<file path="src/rtl/lsu_pkg.sv">
// Shared constants and helpers for the MEM-stage load/store master.
// Holds funct3 encodings, FSM state codes, lane widths and the request-legality check.
package lsu_pkg;

   localparam logic [2:0] F3_B  = 3'b000;
   localparam logic [2:0] F3_H  = 3'b001;
   localparam logic [2:0] F3_W  = 3'b010;
   localparam logic [2:0] F3_BU = 3'b100;
   localparam logic [2:0] F3_HU = 3'b101;

   localparam logic [2:0] ST_IDLE   = 3'd0;
   localparam logic [2:0] ST_LOAD   = 3'd1;
   localparam logic [2:0] ST_STORE  = 3'd2;
   localparam logic [2:0] ST_RMW_RD = 3'd3;
   localparam logic [2:0] ST_RMW_WR = 3'd4;
   localparam logic [2:0] ST_RESP   = 3'd5;

   localparam int LANE_B_W = 8;
   localparam int LANE_H_W = 16;
   localparam int WORD_W   = 32;

   typedef struct packed {
      logic              we;
      logic [2:0]        funct3;
      logic [WORD_W-1:0] wdata;
   } req_t;

   // Alignment / encoding error for a request; the range check is done separately.
   function automatic logic f3_err(input logic [2:0] f3, input logic we, input logic [1:0] lo);
      logic e;
      case (f3)
         F3_B:    e = 1'b0;
         F3_H:    e = lo[0];
         F3_W:    e = (lo != 2'b00);
         F3_BU:   e = we;
         F3_HU:   e = we | lo[0];
         default: e = 1'b1;
      endcase
      return e;
   endfunction

endpackage

</file>
<file path="src/rtl/lsu_mem_master_lane_align.sv">
// Combinational byte/half lane handling: load extraction with sign/zero extension
// and read-modify-write merge of a sub-word store into the captured memory word.
module lsu_lane_align
   import lsu_pkg::*;
(
   input  logic [2:0]        funct3,
   input  logic [1:0]        byte_off,
   input  logic [WORD_W-1:0] load_word,
   input  logic [WORD_W-1:0] merge_word,
   input  logic [WORD_W-1:0] wdata,
   output logic [WORD_W-1:0] load_data,
   output logic [WORD_W-1:0] merged_word
);

   logic [LANE_B_W-1:0] byte_s;
   logic [LANE_H_W-1:0] half_s;

   // Select the addressed lane and extend it to a full word.
   always_comb begin
      case (byte_off)
         2'b00:   byte_s = load_word[7:0];
         2'b01:   byte_s = load_word[15:8];
         2'b10:   byte_s = load_word[23:16];
         2'b11:   byte_s = load_word[31:24];
         default: byte_s = load_word[7:0];
      endcase
      half_s = byte_off[1] ? load_word[31:16] : load_word[15:0];
      case (funct3)
         F3_B:    load_data = {{(WORD_W-LANE_B_W){byte_s[LANE_B_W-1]}}, byte_s};
         F3_H:    load_data = {{(WORD_W-LANE_H_W){half_s[LANE_H_W-1]}}, half_s};
         F3_W:    load_data = load_word;
         F3_BU:   load_data = {{(WORD_W-LANE_B_W){1'b0}}, byte_s};
         F3_HU:   load_data = {{(WORD_W-LANE_H_W){1'b0}}, half_s};
         default: load_data = {WORD_W{1'b0}};
      endcase
   end

   // Replace only the targeted lane; untouched bytes go back exactly as read.
   always_comb begin
      merged_word = merge_word;
      case (funct3)
         F3_B: begin
            case (byte_off)
               2'b00:   merged_word[7:0]   = wdata[LANE_B_W-1:0];
               2'b01:   merged_word[15:8]  = wdata[LANE_B_W-1:0];
               2'b10:   merged_word[23:16] = wdata[LANE_B_W-1:0];
               2'b11:   merged_word[31:24] = wdata[LANE_B_W-1:0];
               default: merged_word = merge_word;
            endcase
         end
         F3_H: begin
            if (byte_off[1]) begin
               merged_word[31:16] = wdata[LANE_H_W-1:0];
            end else begin
               merged_word[15:0] = wdata[LANE_H_W-1:0];
            end
         end
         default: merged_word = wdata;
      endcase
   end

endmodule

</file>
<file path="src/rtl/lsu_mem_master.sv">
// MEM-stage load/store initiator: one request in flight, word-aligned memory accesses,
// sub-word stores by read-modify-write, registered response.
module lsu_mem_master
   import lsu_pkg::*;
#(
   parameter int ADDR_W    = 32,
   parameter int MEM_BYTES = 2**20
) (
   input  logic              clk,
   input  logic              rst,
   input  logic              req_valid,
   output logic              req_ready,
   input  logic              req_we,
   input  logic [2:0]        req_funct3,
   input  logic [ADDR_W-1:0] req_addr,
   input  logic [31:0]       req_wdata,
   output logic              resp_valid,
   output logic [31:0]       resp_rdata,
   output logic              resp_err,
   output logic              mem_cs_n,
   output logic              mem_rd,
   output logic              mem_wr,
   output logic [ADDR_W-1:0] mem_addr,
   output logic [31:0]       mem_wdata,
   input  logic [31:0]       mem_rdata
);

   logic [2:0]        state_r;
   logic [2:0]        next_state_s;
   req_t              req_r;
   logic [ADDR_W-1:0] addr_r;
   logic [31:0]       word_r;
   logic              accept_s;
   logic              err_s;
   logic [ADDR_W:0]   last_byte_s;
   logic              range_ok_s;
   logic [31:0]       load_data_s;
   logic [31:0]       merged_word_s;
   logic              mem_cs_n_s;
   logic              mem_rd_s;
   logic              mem_wr_s;

   assign req_ready = (state_r == ST_IDLE) & ~rst;
   assign accept_s  = req_valid & req_ready;

   // One extra bit so an access near the top of the address space cannot wrap into range.
   assign last_byte_s = {1'b0, req_addr[ADDR_W-1:2], 2'b00} + (ADDR_W+1)'(3);
   assign range_ok_s  = last_byte_s < (ADDR_W+1)'(MEM_BYTES);
   assign err_s       = f3_err(req_funct3, req_we, req_addr[1:0]) | ~range_ok_s;

   lsu_lane_align u_lane_align (
      .funct3      (req_r.funct3),
      .byte_off    (addr_r[1:0]),
      .load_word   (mem_rdata),
      .merge_word  (word_r),
      .wdata       (req_r.wdata),
      .load_data   (load_data_s),
      .merged_word (merged_word_s)
   );

   // Next-state decode.
   always_comb begin
      next_state_s = state_r;
      case (state_r)
         ST_IDLE: begin
            if (!accept_s) begin
               next_state_s = ST_IDLE;
            end else if (err_s) begin
               next_state_s = ST_RESP;
            end else if (!req_we) begin
               next_state_s = ST_LOAD;
            end else if (req_funct3 == F3_W) begin
               next_state_s = ST_STORE;
            end else begin
               next_state_s = ST_RMW_RD;
            end
         end
         ST_LOAD:   next_state_s = ST_RESP;
         ST_STORE:  next_state_s = ST_RESP;
         ST_RMW_RD: next_state_s = ST_RMW_WR;
         ST_RMW_WR: next_state_s = ST_RESP;
         ST_RESP:   next_state_s = ST_IDLE;
         default:   next_state_s = ST_IDLE;
      endcase
   end

   // State, latched request and registered response.
   always_ff @(posedge clk) begin
      if (rst) begin
         state_r    <= ST_IDLE;
         req_r      <= '0;
         addr_r     <= '0;
         word_r     <= 32'h0;
         resp_valid <= 1'b0;
         resp_err   <= 1'b0;
         resp_rdata <= 32'h0;
      end else begin
         state_r    <= next_state_s;
         resp_valid <= 1'b0;
         resp_err   <= 1'b0;
         case (state_r)
            ST_IDLE: begin
               if (accept_s) begin
                  req_r.we     <= req_we;
                  req_r.funct3 <= req_funct3;
                  req_r.wdata  <= req_wdata;
                  addr_r       <= req_addr;
                  if (err_s) begin
                     resp_valid <= 1'b1;
                     resp_err   <= 1'b1;
                     resp_rdata <= 32'h0;
                  end
               end
            end
            ST_LOAD: begin
               resp_valid <= 1'b1;
               resp_rdata <= load_data_s;
            end
            ST_STORE, ST_RMW_WR: begin
               resp_valid <= 1'b1;
               resp_rdata <= 32'h0;
            end
            ST_RMW_RD: word_r <= mem_rdata;
            default: ;
         endcase
      end
   end

   // Memory pin decode from the state register and latched fields only.
   always_comb begin
      mem_cs_n_s = 1'b1;
      mem_rd_s   = 1'b0;
      mem_wr_s   = 1'b0;
      mem_addr   = '0;
      mem_wdata  = 32'h0;
      case (state_r)
         ST_LOAD, ST_RMW_RD: begin
            mem_cs_n_s = 1'b0;
            mem_rd_s   = 1'b1;
            mem_addr   = {addr_r[ADDR_W-1:2], 2'b00};
         end
         ST_STORE: begin
            mem_cs_n_s = 1'b0;
            mem_wr_s   = 1'b1;
            mem_addr   = {addr_r[ADDR_W-1:2], 2'b00};
            mem_wdata  = req_r.wdata;
         end
         ST_RMW_WR: begin
            mem_cs_n_s = 1'b0;
            mem_wr_s   = 1'b1;
            mem_addr   = {addr_r[ADDR_W-1:2], 2'b00};
            mem_wdata  = merged_word_s;
         end
         default: ;
      endcase
   end

   // Reset gates the strobes immediately so no write can land in a reset cycle.
   assign mem_cs_n = mem_cs_n_s | rst;
   assign mem_rd   = mem_rd_s & ~rst;
   assign mem_wr   = mem_wr_s & ~rst;

endmodule
</file>
<file path="config.mk">
export PLATFORM = sky130hd
export DESIGN_NAME = lsu_mem_master
export DESIGN_NICKNAME = d
export VERILOG_FILES = /design/src/rtl/lsu_pkg.sv /design/src/rtl/lsu_mem_master_lane_align.sv /design/src/rtl/lsu_mem_master.sv
export SDC_FILE = /design/constraint.sdc
export NUM_CORES = 1
export LEC_CHECK = 0
export CAP_MARGIN = 20
export CORE_MARGIN = 1
export CORE_UTILIZATION = 30
export CTS_CLUSTER_DIAMETER = 50
export DETAILED_ROUTE_END_ITERATION = 10
export GPL_TIMING_DRIVEN = 0
export SKIP_LAST_GASP = 1
export SLEW_MARGIN = 40
export SYNTH_ARGS = -nofsm -noshare
export SYNTH_HDL_FRONTEND = slang
export SYNTH_SLANG_ARGS = --single-unit
</file>
<file path="constraint.sdc">
create_clock -name clk -period 3.3 [get_ports clk]
set_clock_uncertainty 0.2 [all_clocks]
set_input_delay 0.66 -clock clk [delete_from_list [all_inputs] [get_ports clk]]
set_output_delay 0.66 -clock clk [all_outputs]
set_load 0.02 [all_outputs]
</file>
==> results by group, run 1 <==
Pwr
  • Leakage: 0.00387 uW
  • Int Pwr: 3800 uW
  • Sw frac: 32.5%
  • Clock power frac: 37.1%
  • Logic pwr share: 28.5%
  • IR drop worst, VDD: 0.324 mV
  • Reg power frac: 34.4%
  • P per Cell Area: 572 nW/um^2
  • Switch Pwr: 1830 uW

Die
  • Ports: 205
  • Die span in y: 152 um
  • DIE WIDTH: 152 um
  • Die area: 23100 sq um
  • Core Region: 22000 sq um
  • Row Count: 54
  • Initial Utilization: 30.7%

Yosys
  • Synthesized area: 6750 sq um
  • Share of the synthesized area in the top cell type: 40.3%
  • Mapped Avg Cell Area: 8.44 sq um
  • Synth Register Bits: 136
  • EDFF count, synth: 0
  • Async set-reset flop share out of synthesis: 0%
  • Synth area leaders: dfxtp_1, nand2_1, nand3b_1
  • Synth Flop Type: dfxtp_1
  • Sequential share of the synthesized area: 40.3%
  • Post-synth top area cell: dfxtp_1
  • Post-synthesis instance total: 800
  • Synth cell types: 54
  • Warnings, synthesis: 0

Status
  • Failing checks: DRC
  • Status: finished, violations left

Placed design
  • Port buffer count: 202
  • GPL Wtd Cong: 0.917
  • Post-DP HPWL: 19000 um

Final layout
  • Final nets: 1124
  • Layout cell share with drive strength beyond 1: 11.1%
  • Commonest non-fill, non-tap cell in the layout: nand2_1
  • Final core occ: 44.8%
  • Layout area overhead: 45.8%
  • Commonest non-fill, non-tap cells in the layout: nand2_1, clkdlybuf4s50_1, dfxtp_1, nand3b_1, a21oi_1
  • Diode count: 0

Clock network
  • Post-CTS setup buffer count: 0
  • Worst-path clk slew: 0.06 ns
  • Root Buffer: clkbuf_16
  • CTS buffer count: 17
  • Insertion delay to the later sink of the worst-skew pair: 0.42 ns
  • CTS Sinks: 136
  • H-Tree Depth: 4
  • CTS tree: yes
  • Clk buf depth: 2

Timing
  • Hold Slack: 0.261 ns
  • Tmin final: 3.28 ns
  • Fin. Hold Viols: 0
  • Max Freq: 305 MHz
  • Crit share post-route: 99.3%
  • Setup violators final: 0
  • Slew HR: 54.5%
  • RSZ-0062 raised after global routing: true
  • Final slew viol count: 0
  • Worst-Margin Slew: 0.680 ns

Detailed routing
  • Vias per inst: 5.12
  • DRC errors left: 19
  • Routed length per instance: 18.9 um
  • Drt pass-1 iters: 8
  • Vias: 6729
  • Initial DRC count: 509
  • DRT Wirelength: 24900 um
  • Final ANT Viol Nets: 0

Worst setup path
  • Maximum fanout along the worst path: 10
  • CP Cell Sequence: buf_6, buf_2, mux2i_1, o22ai_1, a22o_1, clkdlybuf4s50_1
  • CP endpoint kind: output pin
  • Slowest cell on crit path: clkdlybuf4s50_1
  • Startpoint types: register
  • Critical path buffers and inverters: 3
  • Crit-path leading delay family: buffers and inverters
  • Worst endpoint required time: 2.44 ns
  • Crit path kind: reg -> out
  • CP Data Arrival Time: 2.42 ns
  • Slowest stage delay, CP: 0.63 ns

Run
  • Max Cap Viol: 0

GRT
  • Global-route wire length before repair: 37900 um
  • Overflow after GRT: 0
  • Initial antenna violation count: 0
  • GRT Util Overall: 21.5%
  • Largest net degree at the start of global routing: 17
  • Vias in the first global route: 6527

Worst hold path
  • Min-delay worst type: reg -> reg
-- through the flow --
step | instances | cell area, sq um | worst slack [ns] | TNS [ns] | total power, uW
finish | 1314 | 9840 | 0.0223 | 0 | 5630
global route | 1314 | 9840 | -0.0797 | -0.0911 | 5860
CTS | 1314 | 9810 | -0.0151 | -0.0151 | 5640
floorplan | 801 | 6750 | 0.784 | 0 | 2840
detailed placement | 1283 | 9130 | -0.697 | -2.70 | 3520
global placement | 1283 | 9130 | -0.746 | -2.57 | 3520
-- layer usage --
| layer | vias to the layer above | GRT usage [%] | part of all wire (%) |
|---|---|---|---|
| li1 | 3275 | - | - |
| met1 | 3198 | 29.8 | 47 |
| met2 | 233 | 33.2 | 45 |
| met3 | 23 | 4.73 | 7.1 |
| met4 | 0 | 6.75 | 1.4 |
| met5 | - | 0 | 0 |
-- Yosys cell counts, drive strengths merged (6+ instances only) --
master / instances
nor3: 8
a22oi: 27
nand3b: 59
o211ai: 7
o2bb2ai: 48
a2bb2oi: 7
nand2b: 7
nand2: 213
inv: 14
a22o: 8
dfxtp: 136
mux2i: 20
a21oi: 42
clkbuf: 37
o21ai: 6
and2: 33
nor2: 17
buf: 33
o31ai: 17
a221oi: 10
-- power by group through the flow --
| stage | Clock [uW] | Combinational, uW | Sequential (uW) |
|---|---|---|---|
| final | 2090 | 1600 | 1940 |
| after global routing | 2180 | 1720 | 1960 |
| after CTS | 2120 | 1590 | 1930 |
| after detailed placement | 0 | 1560 | 1960 |
| after global placement | 0 | 1560 | 1960 |
| after floorplan | 0 | 828 | 2010 |
-- area by class of cell --
cell class | instances | area, sq um
fill | 2177 | 12100
multi-input combinational | 581 | 3710
sequential | 136 | 2720
timing repair buffer | 202 | 2000
clock buffer | 19 | 453
buffer | 69 | 365
tap | 280 | 350
clock inverter | 13 | 190
inverter | 14 | 52.6
-- logic make-up (layout without fill, tap and decap cells) --
family	Yosys count	in the layout	share of synthesized area (%)
xor+xnor	2	2	0.260
simple gates	358	358	26.4
flops	136	136	40.3
compound gates	195	195	23.3
buf+inv	84	317	5.78
mux	24	24	3.80
other cells	1	2	0.0556
-- worst min-delay path, stage by stage (launching register included) --
cell	delay [ns]
dfxtp_1	0.31
nand2_1	0.05
a21oi_1	0.05
-- flip-flops by register name, summed over array words and instances (netlist names) --
name	cells
resp_valid	1
resp_err	1
word_r	32
resp_rdata	32
req_r	35
addr_r	32
state_r	3
-- path summary, 6_finish.rpt --
kind              from              to  slack, ns  cells past startpoint
max          addr_r[1]   mem_wdata[25]       0.02                      6
min          word_r[0]       word_r[0]       0.26                      2
max reg2reg  req_r[33]  resp_rdata[23]       1.13                      4
min reg2reg  word_r[0]       word_r[0]       0.26                      2
-- timing repair --
| action | CTS | global route |
|---|---|---|
| hold buffers | 0 | 0 |
| resized for setup | 60 | 13 |
| setup endpoints to repair | 64 | 47 |
Note: power is estimated with default switching activity, not from simulation.
==> run 2, diff against run 1 <==
--- a/config.mk
+++ b/config.mk
@@ -6,7 +6,6 @@
 export NUM_CORES = 1
 export LEC_CHECK = 0
 export CAP_MARGIN = 20
-export CORE_MARGIN = 1
 export CORE_UTILIZATION = 30
 export CTS_CLUSTER_DIAMETER = 50
 export DETAILED_ROUTE_END_ITERATION = 10
==> results of run 2 <==
Final layout, timing and power as in run 1 (identical DEF).
==> RTL edit, RTL diff (settings of run 1) <==
Reset style: asynchronous (`rst`), changed in one clocked block.
--- a/src/rtl/lsu_mem_master.sv
+++ b/src/rtl/lsu_mem_master.sv
@@ -85,7 +85,7 @@
    end
 
    // State, latched request and registered response.
-   always_ff @(posedge clk) begin
+   always_ff @(posedge clk or posedge rst) begin
       if (rst) begin
          state_r    <= ST_IDLE;
          req_r      <= '0;
Check against the original RTL: differs if rst is asserted again (counterexample within 4 cycles, from zero or initial values and one cycle with rst high); with rst held inactive, the same outputs for 4 cycles.
==> RTL edit against run 1 <==
Count of clock-buffer cells in the layout down 1. Die area is 1.4% higher. First-iteration DRC count shrank 13%. Critical path depth is 2 higher. Synthesized cell count down 20%. Routed wire length fell by 7.1%. Setup slack better by 0.050 ns. Area after synthesis grew 1.4%. Final area grew 2.7%. Sequential cell count unchanged. Maximum frequency is 1.5% higher. Sequential share of layout area is 6.0 points higher. Critical path type unchanged.
Power is not compared: it rests on default switching activity, and its combinational part moved more than twofold at a synthesized area within 25%.
==> RTL edit: results (changes against run 1) <==
GR met3 Demand/Resource=0.0391 (-0.00822); nets@finish=982 (-13%); Post-Syn Instances=643 (-20%); post-place setup slack=-0.191 ns (+0.507 ns); final non-filler cell area=0.0101 mm² (+2.7%); Filler Cell Count=2127 (-2.3%); Non-clk bufs=263 (-3.0%); hold slack=0.266 ns (+0.00428 ns); fraction of area in registers=0.337 (+0.0601); post-CTS setup buffer count=8 (+8); nonclk inv count=12 (-2); Iter 0 DRT Violations=444 (-13%); via count=5932 (-12%); met2 Use GR=0.312 (-0.0195); clock network area share=0.0595 (-0.00579); asr flop ratio synth=1.00 (+1.00); met2 wire len=10400 µm (-6.8%); Synth Flop Type=dfrtp_1; largest net degree at the start of global routing=26 (+9); Syn-to-layout area delta=47.7%; status=complete, no violations; NonClk Buf Share=0.249 (+0.00871); dpl hpwl=17700 µm (-7.2%); DRT Wirelength=23100 µm (-7.1%); wire length on met1=11000 µm (-5.5%); post-cts resize count=76 (+27%); Worst R2R Setup Slack=1.21 ns (+0.08 ns); Via density=5.06 (-1.2%); placed cell areas=0.00937 mm² (+2.7%); Placed Cells=1132 (-12%); Worst path slowest cell=dlygate4sd2_1; Total GRT Usage=0.204 (-0.0110)
==> RTL edit: changes by cell type after synthesis, moves of 10 or more <==
cell / run 1 / this run
a21oi_1: 42 / 11
buf_2: 18 / 8
clkbuf_1: 37 / 19
dfrtp_1: 0 / 136
dfxtp_1: 136 / 0
mux2_2: 2 / 54
mux2i_1: 20 / 0
nand2_1: 213 / 150
nand3b_1: 59 / 1
nor2_1: 17 / 7
o2bb2ai_1: 31 / 53
o2bb2ai_2: 17 / 3
==> RTL edit: final timing paths <==
check | start | cells past startpoint | end
worst min register to register | addr_r[15] | 2 | addr_r[15]
min in group asynchronous | rst | 3 | addr_r[29]
worst min-delay path | addr_r[15] | 2 | addr_r[15]
max in group asynchronous | rst | 6 | resp_rdata[27]
worst max register to register | req_r[33] | 4 | resp_rdata[4]
worst max-delay path | addr_r[0] | 8 | mem_wdata[3]
